`src/rtl/seq_divider.sv`:
```
// Sequential restoring radix-2 divider for DIV/DIVU.
// One quotient bit per cycle; the fixed latency is 33 cycles from accepted start to done.
module seq_divider #(
  parameter int WIDTH = 32
) (
  input  logic             clk,
  input  logic             rst,
  input  logic             start,
  input  logic             is_signed,
  input  logic [WIDTH-1:0] a,
  input  logic [WIDTH-1:0] b,
  output logic             busy,
  output logic             done,
  output logic [WIDTH-1:0] q,
  output logic [WIDTH-1:0] r,
  output logic             div_zero
);

  localparam int CW = $clog2(WIDTH);
  localparam logic [CW-1:0]    CNT_LAST = CW'(WIDTH - 1);
  localparam logic [CW-1:0]    CNT_ONE  = CW'(1);
  localparam logic [WIDTH-1:0] ONE      = WIDTH'(1);
  localparam logic [WIDTH-1:0] ALL_ONES = '1;

  typedef enum logic [1:0] {IDLE, CALC, FIX} state_t;

  // Two's-complement negate when the condition is set
  function automatic logic [WIDTH-1:0] neg_if(input logic [WIDTH-1:0] x, input logic c);
    return c ? (~x + ONE) : x;
  endfunction

  state_t           state_q, state_d;
  logic [CW-1:0]    cnt_q, cnt_d;
  logic [WIDTH-1:0] rem_q, rem_d;   // partial remainder
  logic [WIDTH-1:0] quo_q, quo_d;   // dividend bits shift out at the top, quotient bits in at the bottom
  logic [WIDTH-1:0] dvs_q, dvs_d;   // divisor magnitude
  logic             sa_q, sa_d;     // dividend negative (signed op only)
  logic             sb_q, sb_d;     // divisor negative (signed op only)
  logic             zero_q, zero_d; // divisor was zero
  logic [WIDTH-1:0] q_q, q_d;
  logic [WIDTH-1:0] r_q, r_d;
  logic             dz_q, dz_d;
  logic             done_q, done_d;

  logic [WIDTH:0]   rem_sh;
  logic [WIDTH+1:0] diff;

  // Next-state, datapath step and result fix-up
  always_comb begin
    state_d = state_q;
    cnt_d   = cnt_q;
    rem_d   = rem_q;
    quo_d   = quo_q;
    dvs_d   = dvs_q;
    sa_d    = sa_q;
    sb_d    = sb_q;
    zero_d  = zero_q;
    q_d     = q_q;
    r_d     = r_q;
    dz_d    = dz_q;
    done_d  = 1'b0;
    rem_sh  = {rem_q, quo_q[WIDTH-1]};
    diff    = {1'b0, rem_sh} - {2'b00, dvs_q};
    unique case (state_q)
      IDLE: begin
        // Start coinciding with the done pulse is dropped so results are never overrun.
        if (start && !done_q) begin
          sa_d    = is_signed & a[WIDTH-1];
          sb_d    = is_signed & b[WIDTH-1];
          zero_d  = (b == '0);
          quo_d   = neg_if(a, is_signed & a[WIDTH-1]);
          dvs_d   = neg_if(b, is_signed & b[WIDTH-1]);
          rem_d   = '0;
          cnt_d   = '0;
          state_d = CALC;
        end
      end
      CALC: begin
        if (!diff[WIDTH+1]) begin
          rem_d = diff[WIDTH-1:0];
          quo_d = {quo_q[WIDTH-2:0], 1'b1};
        end else begin
          rem_d = rem_sh[WIDTH-1:0];
          quo_d = {quo_q[WIDTH-2:0], 1'b0};
        end
        cnt_d = cnt_q + CNT_ONE;
        if (cnt_q == CNT_LAST) state_d = FIX;
      end
      FIX: begin
        // With b=0 the remainder magnitude is |a|, so the dividend-sign fix restores a exactly.
        q_d     = zero_q ? ALL_ONES : neg_if(quo_q, sa_q ^ sb_q);
        r_d     = neg_if(rem_q, sa_q);
        dz_d    = zero_q;
        done_d  = 1'b1;
        state_d = IDLE;
      end
      default: state_d = IDLE;
    endcase
  end

  // Control and architectural result registers
  always_ff @(posedge clk) begin
    if (!rst) begin
      state_q <= IDLE;
      cnt_q   <= '0;
      q_q     <= '0;
      r_q     <= '0;
      dz_q    <= 1'b0;
      done_q  <= 1'b0;
    end else begin
      state_q <= state_d;
      cnt_q   <= cnt_d;
      q_q     <= q_d;
      r_q     <= r_d;
      dz_q    <= dz_d;
      done_q  <= done_d;
    end
  end

  // Working datapath registers, only meaningful while an operation runs
  always_ff @(posedge clk) begin
    rem_q  <= rem_d;
    quo_q  <= quo_d;
    dvs_q  <= dvs_d;
    sa_q   <= sa_d;
    sb_q   <= sb_d;
    zero_q <= zero_d;
  end

  assign busy     = (state_q != IDLE);
  assign done     = done_q;
  assign q        = q_q;
  assign r        = r_q;
  assign div_zero = dz_q;

endmodule

```
`config.mk`:
```
export PLATFORM = sky130hd
export DESIGN_NAME = seq_divider
export DESIGN_NICKNAME = d
export VERILOG_FILES = /design/src/rtl/seq_divider.sv
export SDC_FILE = /design/constraint.sdc
export NUM_CORES = 1
export LEC_CHECK = 0
export ABC_AREA = 1
export BUFFER_PORTS_ARGS = -buffer_cell sky130_fd_sc_hd__buf_2
export CORE_MARGIN = 4
export CORE_UTILIZATION = 55
export CTS_CLUSTER_DIAMETER = 60
export DETAILED_ROUTE_END_ITERATION = 10
export GPL_TIMING_DRIVEN = 0
export PLACE_DENSITY_LB_ADDON = 0.05
export SLEW_MARGIN = 20
export SYNTH_ARGS = -nofsm -noshare
export SYNTH_HDL_FRONTEND = slang
export SYNTH_SLANG_ARGS = --single-unit
```
`constraint.sdc`:
```
create_clock -name clk -period 8.6 [get_ports clk]
set_input_delay 0.43 -clock clk [delete_from_list [all_inputs] [get_ports clk]]
set_output_delay 0.43 -clock clk [all_outputs]
set_load 0.05 [all_outputs]
```
==> impl_metrics.tcl <==
set metrics [dict create \
    p_leak_nw 7.38 \
    critPathArrivalTime_ps 2870 \
    post_cts_buffers 0 \
    routed.top_layer "met4" \
    place.gp.congestion 0.951 \
    grt_pass1_wl_um 58500 \
    drv_cap 0 \
    synth_area_per_cell_um2 6.60 \
    cts_tree "yes" \
    crit_type "reg2reg" \
    hold-worst-slack_ps 185 \
    drtIter0Drc 1124 \
    relSlewSlack_pct 51.3 \
    post_cts_resized 0 \
    worstHoldStart "b[0]" \
    root_buffer "clkbuf_16" \
    ys_warn_count 0 \
    syn_to_final_growth_pct 12.9 \
    ant_nets 0 \
    fin_cells 2373 \
    cts_sinks 172 \
    via_per_inst 5.24 \
    synthArstFlopShare_pct 0 \
    clock_skew_ps 21.5 \
    syn_area_um2 12700 \
    synth_cell_type_count 46 \
    power_density_nw_per_um2 183 \
    worstMarginPinSlew_ps 731 \
    clockBufferDepth 2 \
    startpoint_type "flip-flop" \
    slowest_stage "edfxtp_1" \
    worstPathRequired_ps 8790 \
    drv_slew 0 \
    gr-total-overflow 0 \
    die_area_um2 25500 \
    path_cells "inv_1, ha_1, inv_1, fa_1, nand3_1, nand3_1, nand2_1, nand2_1, nand2_1, nand2_1, nand2_1, nand2_1, nand2_1, nand2_1, nand3_1, nand2_1" \
    crit_buf_inv 2 \
    wl_met3_um 3080 \
    final_hold_viol_count 0 \
    synth_seq_cells 172 \
    fillerInstances 2183 \
    crit_family "simple AND/OR/NAND/NOR gates" \
    synth_nets 2029 \
    grt_max_degree 40 \
    post-route-util_pct 63.3 \
    port_buffers 133 \
    min_period_ps 2680 \
    yosysSeqAreaShare_pct 35.0 \
    fmax_mhz 373 \
    drive_above_1_share_pct 10.9 \
    grt.total_usage_pct 28.4 \
    cp_common_cell "nand2_1" \
    ys.flop_type "edfxtp_1" \
    hold_class "in2reg" \
    clk_pin_slew_ps 80 \
    crit_fanout 4 \
    vias 12400 \
    power_mw 2.62 \
    wl_um 36800 \
    drc_errors 0 \
    nNetsFinal 2182 \
    core_area_um2 22600 \
    row_count 55 \
    cts_max_level 4 \
    clock_latency_ps 440 \
    r2r-start "quo_q[31]" \
    hold_buffers 0 \
    setup_viol 0 \
    status "completed" \
    grt_setup_unrepaired "no" \
    met1_length_um 17700 \
    dieHeight_um 160 \
    max-vdd-ir-drop_uv 113 \
    wl_met2_um 15200 \
    die_w_um 160 \
    pin_count 135 \
    end_kind "flip-flop" \
    cp-startpoint "quo_q[31]" \
    hpwl_um 29900 \
    drtPass1Iterations 6 \
    wl_per_cell_um 15.5 \
    grt_pass1_vias 11200 \
    fin_tns_setup_ps 0 \
    diodes 0 \
    synth-edff-count 99 \
    antenna_found_initial 0 \
    synthCells 1922 \
    initial_utilization_pct 56.0 \
    critPathMaxStageDelay_ps 510 \
    cts_buffers 17 \
    fin_crit_sh_pct 31.2 \
    dp_cells 2341 \
]
-- power by group --
part           switching (mW)  total (mW)  internal (mW)
Clock                   0.380       0.786          0.406
Combinational           0.532       0.788          0.256
Sequential             0.0884        1.04          0.956
Total                    1.00        2.62           1.62
-- stage by stage --
step / setup WS (ps) / instance area [um2]
after CTS: 5950 / 14300
after global routing: 5740 / 14300
after global placement: 4130 / 13700
final: 5920 / 14300
after detailed placement: 5960 / 13700
after floorplan: 5060 / 12700
-- cell usage after synthesis (23+ instances only) --
| cell type | count | area (um2) |
|---|---|---|
| nor3_1 | 24 | 120 |
| nand4_1 | 23 | 144 |
| nand2_1 | 572 | 2150 |
| o21ai_0 | 97 | 485 |
| inv_1 | 300 | 1130 |
| edfxtp_1 | 99 | 2970 |
| dfxtp_1 | 73 | 1460 |
| nand3_1 | 159 | 796 |
| ha_1 | 38 | 475 |
| a21oi_1 | 46 | 230 |
| xor2_1 | 74 | 648 |
| nor2_1 | 244 | 916 |
| clkbuf_1 | 31 | 116 |
-- cell usage in the layout, fill, tap and decap left out, types with 9 or more instances in the layout --
cell	Yosys	routed
a21oi_1	46	46
and2_1	10	10
buf_2	6	139
clkbuf_1	31	31
clkbuf_16	0	18
dfxtp_1	73	73
edfxtp_1	99	99
ha_1	38	38
inv_1	300	298
inv_2	11	12
nand2_1	572	572
nand2_2	9	9
nand3_1	159	159
nand4_1	23	23
nor2_1	244	244
nor3_1	24	24
o211ai_1	10	10
o21ai_0	97	97
o21ai_1	10	10
o221ai_1	10	10
xnor2_1	15	15
xor2_1	74	74
-- area by class of cell --
type | instances | area (um2) | area share (%)
plain buffers | 46 | 218 | 1.52
clock buffers | 18 | 450 | 3.15
clock inverters | 14 | 146 | 1.02
inverters | 313 | 1180 | 8.24
multi-input cells | 1391 | 6850 | 47.8
flip-flops and latches | 172 | 4430 | 31.0
well taps | 285 | 357 | 2.49
repair buffers | 134 | 686 | 4.79
-- cells by family (layout without fill, tap and decap cells) --
group / Yosys count / count (layout) / share of synthesized area [%]
simple gates: 1073 / 1073 / 35.5
buf+inv: 359 / 525 / 11.0
compound gates: 190 / 190 / 8.46
flops: 172 / 172 / 35.0
xor+xnor: 89 / 89 / 6.15
fa+ha+maj: 39 / 39 / 3.91
-- layer usage --
metal	up-vias	track usage (%)
li1	6406	-
met1	5483	42.8
met2	494	42.3
met3	50	4.28
met4	0	8.76
met5	-	0
-- flip-flops by register name, summed over array words and instances (netlist names), 2 cells and up --
register,cells
cnt_q,5
dvs_q,32
q,32
quo_q,32
r,32
rem_q,32
state_q,2
-- worst reg2reg max path, stage by stage (launching register included) --
cell and delay, ps:
edfxtp_1 510, inv_1 100, ha_1 140, inv_1 80
fa_1 480, nand3_1 130, nand3_1 160, nand2_1 100
nand2_1 130, nand2_1 90, nand2_1 90, nand2_1 130
nand2_1 70, nand2_1 60, nand2_1 40, nand3_1 50
nand2_1 70
-- worst paths after layout --
check,cells after the start,to,slack [ps]
hold / removal,1,dvs_q[0],180
setup / recovery,16,rem_q[28],5920
setup reg to reg,16,rem_q[28],5920
hold reg to reg,2,cnt_q[4],480
Note: power is estimated with default switching activity, not from simulation.
